<file path="src/rtl/acc_inf_neuron_array.sv">
`default_nettype none
// ============================================================================
//  Module      : acc_inf_neuron_array
//  Description : Array of N_CH integrate-and-hold neuron membrane accumulators.
//                Accumulators are loaded in parallel, integrate signed weights,
//                and are drained one channel per handshake over a valid/ready
//                port. Drained channels are cleared. Per-channel sticky
//                signed-overflow flags are kept.
//                Optional macro ACC_INF_SATURATE_EN: overflowing integrates
//                clamp to the signed range instead of wrapping.
//  Revision    : 1.0 - initial release
// ============================================================================
module acc_inf_neuron_array #(
    parameter int N_CH  = 4,
    parameter int ACC_W = 16,
    parameter int WGT_W = 8
) (
    input  logic                        clk,
    input  logic                        rst,
    input  logic                        load_en,
    input  logic [N_CH*ACC_W-1:0]       load_mem_vol,
    input  logic                        input_valid,
    input  logic [N_CH*WGT_W-1:0]       weight,
    input  logic                        out_req,
    output logic                        out_valid,
    input  logic                        out_ready,
    output logic [ACC_W-1:0]            out_data,
    output logic [$clog2(N_CH)-1:0]     out_ch,
    output logic                        busy,
    output logic [N_CH-1:0]             ovf
);

    localparam int CH_W = $clog2(N_CH);
    localparam logic [CH_W-1:0] C_LAST_CH = CH_W'(N_CH - 1);
`ifdef ACC_INF_SATURATE_EN
    localparam logic [ACC_W-1:0] C_MAX = {1'b0, {(ACC_W-1){1'b1}}};
    localparam logic [ACC_W-1:0] C_MIN = {1'b1, {(ACC_W-1){1'b0}}};
`endif

    typedef enum logic [0:0] {
        ST_ACC   = 1'b0,
        ST_DRAIN = 1'b1
    } state_t;

    state_t                 r_state;
    state_t                 w_state_nxt;
    logic [ACC_W-1:0]       r_acc [N_CH];
    logic [N_CH-1:0]        r_ovf;
    logic [CH_W-1:0]        r_ch;
    logic [ACC_W-1:0]       w_int [N_CH];
    logic [N_CH-1:0]        w_add_ovf;
    logic                   w_last;

    assign w_last = (r_ch == C_LAST_CH);

    // Per-channel integrate result: one extra bit catches signed overflow
    // (the top two bits of the widened sum disagree).
    for (genvar g = 0; g < N_CH; g++) begin : g_ch
        logic [ACC_W-1:0] w_wext;
        logic [ACC_W:0]   w_sum;

        assign w_wext = {{(ACC_W-WGT_W){weight[g*WGT_W+WGT_W-1]}},
                         weight[g*WGT_W +: WGT_W]};
        assign w_sum  = {r_acc[g][ACC_W-1], r_acc[g]} + {w_wext[ACC_W-1], w_wext};
        assign w_add_ovf[g] = w_sum[ACC_W] ^ w_sum[ACC_W-1];
`ifdef ACC_INF_SATURATE_EN
        // The true sign of the sum lives in the extra MSB.
        assign w_int[g] = w_add_ovf[g] ? (w_sum[ACC_W] ? C_MIN : C_MAX)
                                       : w_sum[ACC_W-1:0];
`else
        assign w_int[g] = w_sum[ACC_W-1:0];
`endif
    end

    // State register
    always_ff @(posedge clk) begin
        if (rst) begin
            r_state <= ST_ACC;
        end else begin
            r_state <= w_state_nxt;
        end
    end

    // Next-state: drain on request, return after the last channel is accepted
    always_comb begin
        w_state_nxt = r_state;
        case (r_state)
            ST_ACC:   if (out_req) w_state_nxt = ST_DRAIN;
            ST_DRAIN: if (out_ready && w_last) w_state_nxt = ST_ACC;
            default:  w_state_nxt = ST_ACC;
        endcase
    end

    // Accumulator datapath: one action per cycle, drain handshakes clear channels
    always_ff @(posedge clk) begin
        if (rst) begin
            for (int i = 0; i < N_CH; i++) begin
                r_acc[i] <= '0;
            end
            r_ovf <= '0;
            r_ch  <= '0;
        end else if (r_state == ST_DRAIN) begin
            if (out_ready) begin
                r_acc[r_ch] <= '0;
                r_ovf[r_ch] <= 1'b0;
                r_ch        <= w_last ? '0 : r_ch + CH_W'(1);
            end
        end else if (out_req) begin
            r_ch <= '0;
        end else if (load_en) begin
            for (int i = 0; i < N_CH; i++) begin
                r_acc[i] <= load_mem_vol[i*ACC_W +: ACC_W];
            end
            r_ovf <= '0;
        end else if (input_valid) begin
            for (int i = 0; i < N_CH; i++) begin
                r_acc[i] <= w_int[i];
            end
            r_ovf <= r_ovf | w_add_ovf;
        end
    end

    assign out_valid = (r_state == ST_DRAIN);
    assign busy      = (r_state == ST_DRAIN);
    assign out_data  = r_acc[r_ch];
    assign out_ch    = r_ch;
    assign ovf       = r_ovf;

endmodule
`default_nettype wire

</file>
<file path="config.mk">
export PLATFORM = sky130hd
export DESIGN_NAME = acc_inf_neuron_array
export DESIGN_NICKNAME = d
export VERILOG_FILES = /design/src/rtl/acc_inf_neuron_array.sv
export SDC_FILE = /design/constraint.sdc
export NUM_CORES = 1
export LEC_CHECK = 0
export ABC_AREA = 0
export BUFFER_PORTS_ARGS = -buffer_cell sky130_fd_sc_hd__buf_2
export CAP_MARGIN = 20
export CORE_MARGIN = 2
export CORE_UTILIZATION = 45
export CTS_CLUSTER_DIAMETER = 120
export DETAILED_ROUTE_END_ITERATION = 7
export GPL_TIMING_DRIVEN = 1
export PLACE_DENSITY = 0.79
export SYNTH_ARGS = -nofsm -noshare
export SYNTH_HDL_FRONTEND = slang
export SYNTH_SLANG_ARGS = --single-unit
</file>
<file path="constraint.sdc">
create_clock -name clk -period 5.4 [get_ports clk]
set_input_delay 0.27 -clock clk [delete_from_list [all_inputs] [get_ports clk]]
set_output_delay 0.27 -clock clk [all_outputs]
set_load 0.01 [all_outputs]
</file>
==> impl_results.md <==
- Critical path type: reg2reg
- # DRC: 0
- Wirelength, routed: 18.00 mm
- Post-synth ARST share: 0%
- CP Depth: 8
- Number of global-route vias before repair: 5573
- Clock latency on the worst-skew pair: approximately 0.34 ns
- Cell mode on critical path: o21ai_0
- Clk root buf: clkbuf_16
- Synth Flop Type: edfxtp_1
- Vias/cell: just over 6
- Crit-path max cell delay: 0.44 ns
- Wire length per cell: between 15 and 20 µm
- CTS Sinks: 73
- Worst VDD drop: 0.1655 mV
- PortBufs: ~130
- Final setup fails: 0
- Worst path bufs/invs: 0
- Largest delay share family, worst path: compound AO/OA/AOI/OAI gates
- Max-cap violations: 0
- Largest net degree at the start of global routing: around 60
- Layout Skew: roughly 0.0066 ns
- Hold crit path type: in2reg
- Crit path from: r_acc[3][0]
- Syn_nets: between 800 and 900
- Setup TNS: 0 ns
- Max stage delay cell, worst path: fa_1
- Fin crit share: between 40% and 50%
- Htree depth: 3
- Yosys top cell area share: a little under a third
- Synth Area per Inst: about 9.6 µm²
- IO Pins: between 100 and 150
- Most frequent cells in the layout: buf_2 (125), nand2_1 (87), o21ai_0 (79), ha_1 (68), edfxtp_1 (64)
- Die Area: around 15000 µm²
- Number of synthesized register bits: 73
- Register area share after synthesis: between 30% and 40%
- CTS Buf Count: 9
- Routability cong.: slightly below 1
- Critical Path End Type: flip-flop
- Setup bufs post-CTS: 0
- R2R Path Start: r_acc[3][0]
- CP arrival: between 2 and 3 ns
- 1st-pass router iterations: 6
- Critical Path End: r_acc[3][12]
- Antenna cells: 0
- Die Height: 123.2 µm
- Initial drt markers: between 600 and 700
- Yosys top cell by area: edfxtp_1
- Fin crit period: approximately 2.7 ns
- Most common cell after layout, fill and taps aside: buf_2
- Final Hold Fails: 0
- Least-Margin Pin Slew: around 0.75 ns
- Maximum achievable frequency: around 370 MHz
- Hold Buf Count CTS: 0
- R2r setup slk: 2.71 ns
- Synth warnings: 0
- Crit path max fanout: 3
- TritonCTS clock tree: yes
- GRT Residual Overflow: 0
- Post-synth EDFFs: 64
- Startpoint types: flip-flop
- CP Cell Sequence: ha_1 -> fa_1 -> a211oi_1 -> o211ai_1 -> a31oi_1 -> o21ai_0 -> xnor2_1 -> o21ai_0
- Initial Util: about 46%
- Top cells by area, synth: edfxtp_1 (30%), ha_1 (13%), o21ai_0 (6.3%), mux4_2 (5.6%), nand2_1 (5.1%)
- LEAKAGE: around 0.0032 µW
- Area growth from synthesis to layout: 17.05%
- Worst reg2reg endpoint: r_acc[3][12]
- Cts repair resizes: 0
- PwrDens: about 250 nW/µm²
- Fillers: approximately 1300
- Post-Syn Instances: 670
- Vias: 5901
- Hpwl dp: approximately 14 mm
- CTS Buffer Depth: 2
- Layout cells sized above 1: 22.54%
- Core ar.: between 10000 and 15000 µm²
- Finished Core Util: a little over half
- ANT nets after route: 0
- Unrepaired setup endpoints after global routing: no
- First-pass GRT wire length: 27.88 mm
- Max-slew violation count: 0
- Clk slew on worst S/H paths: around 0.06 ns
- Mapped Area: 6399 µm²
- Die Width: approximately 120 µm
- FP Rows: 43
- Yosys cell types: 61
- NumNets Final: roughly 960
- Status: finished, final reports clean
- Initial antenna violation count: 0
- Gr usage total: between 20% and 30%
- Worst reg-to-reg path cell count: 8
- Relative slew slack: roughly 50%
- Critical Path RT: 5.48 ns
==> metrics by stage <==
step | hold slack [ns] | total power, µW | area [µm²] | std cells | worst slack (ns)
2_1_floorplan | 0.4497 | 1112 | 6399 | 670 | 2.852
3_3_place_gp | 0.4873 | 1270 | 7186 | 957 | 2.857
3_5_place_dp | 0.4649 | 1285 | 7186 | 957 | 2.737
4_1_cts | 0.2068 | 1853 | 7462 | 973 | 2.747
5_1_grt | 0.2196 | 1949 | 7490 | 974 | 2.466
6_report | 0.2072 | 1863 | 7490 | 974 | 2.709
==> synthesized netlist by cell type, types with 7 or more instances <==
library cell	instances
a211oi_1	22
o21bai_1	8
buf_2	13
ha_1	68
mux4_2	16
nor3_1	14
dfxtp_1	9
edfxtp_1	64
nand2_1	87
clkbuf_1	7
o21ai_0	81
a21o_1	16
a22o_1	9
xor2_1	17
a21oi_1	55
xnor2_1	29
o211ai_1	11
inv_1	13
nor2_1	27
==> sequential cells by signal, indices dropped and copies added (netlist names), named ones only <==
| register | flops |
|---|---|
| out_ch | 2 |
| busy | 1 |
| r_acc | 64 |
| ovf | 4 |
==> how the worst min path moves through the flow <==
stage	endpoint	depth (start not counted)	from
finish	r_acc[0][3]	3	load_mem_vol[3]
floorplan	r_acc[0][6]	2	load_mem_vol[6]
detailed placement	ovf[1]	2	ovf[1]
global placement	ovf[1]	2	ovf[1]
global route	r_acc[2][0]	2	load_mem_vol[32]
CTS	r_acc[0][8]	3	load_mem_vol[8]
==> worst min-delay path: stages <==
cell     delay, ns
buf_2         0.08
nand2_1       0.03
o21ai_0       0.06
==> final cells by class <==
| cell class | instances | area [µm²] | area share, % |
|---|---|---|---|
| timing repair buffer | 132 | 698.2 | 9.322 |
| sequential | 73 | 2102 | 28.07 |
| inverter | 13 | 48.80 | 0.6515 |
| clock buffer | 13 | 260.3 | 3.475 |
| clock inverter | 3 | 16.27 | 0.2172 |
| multi-input combinational | 560 | 4139 | 55.26 |
| tap | 180 | 225.2 | 3.007 |
==> where the power goes <==
part / internal (µW) / switching (µW) / total [µW]
combinational: 259 / 326 / 585
clock: 335 / 236 / 572
sequential: 665 / 41.2 / 706
total: 1260 / 603 / 1860
==> metal layers <==
| layer | track usage (%) | share of wire (%) |
|---|---|---|
| met2 | 39.87 | 48 |
| met3 | 2.491 | 7.8 |
| met5 | 0 | 0 |
| met4 | 9.517 | 2.6 |
| met1 | 32.02 | 42 |
==> kinds of logic after synthesis <==
group	Yosys count	share of synthesized area, %
and+or+nand+nor	173	12.67
DFF	73	32.85
buffers and inverters	37	2.738
xor gates and xnor gates	46	6.296
AOI/OAI and AO/OA	249	24.62
adders and majority gates	72	14.55
muxes	20	6.277
Power figures use the tool's default switching activity.
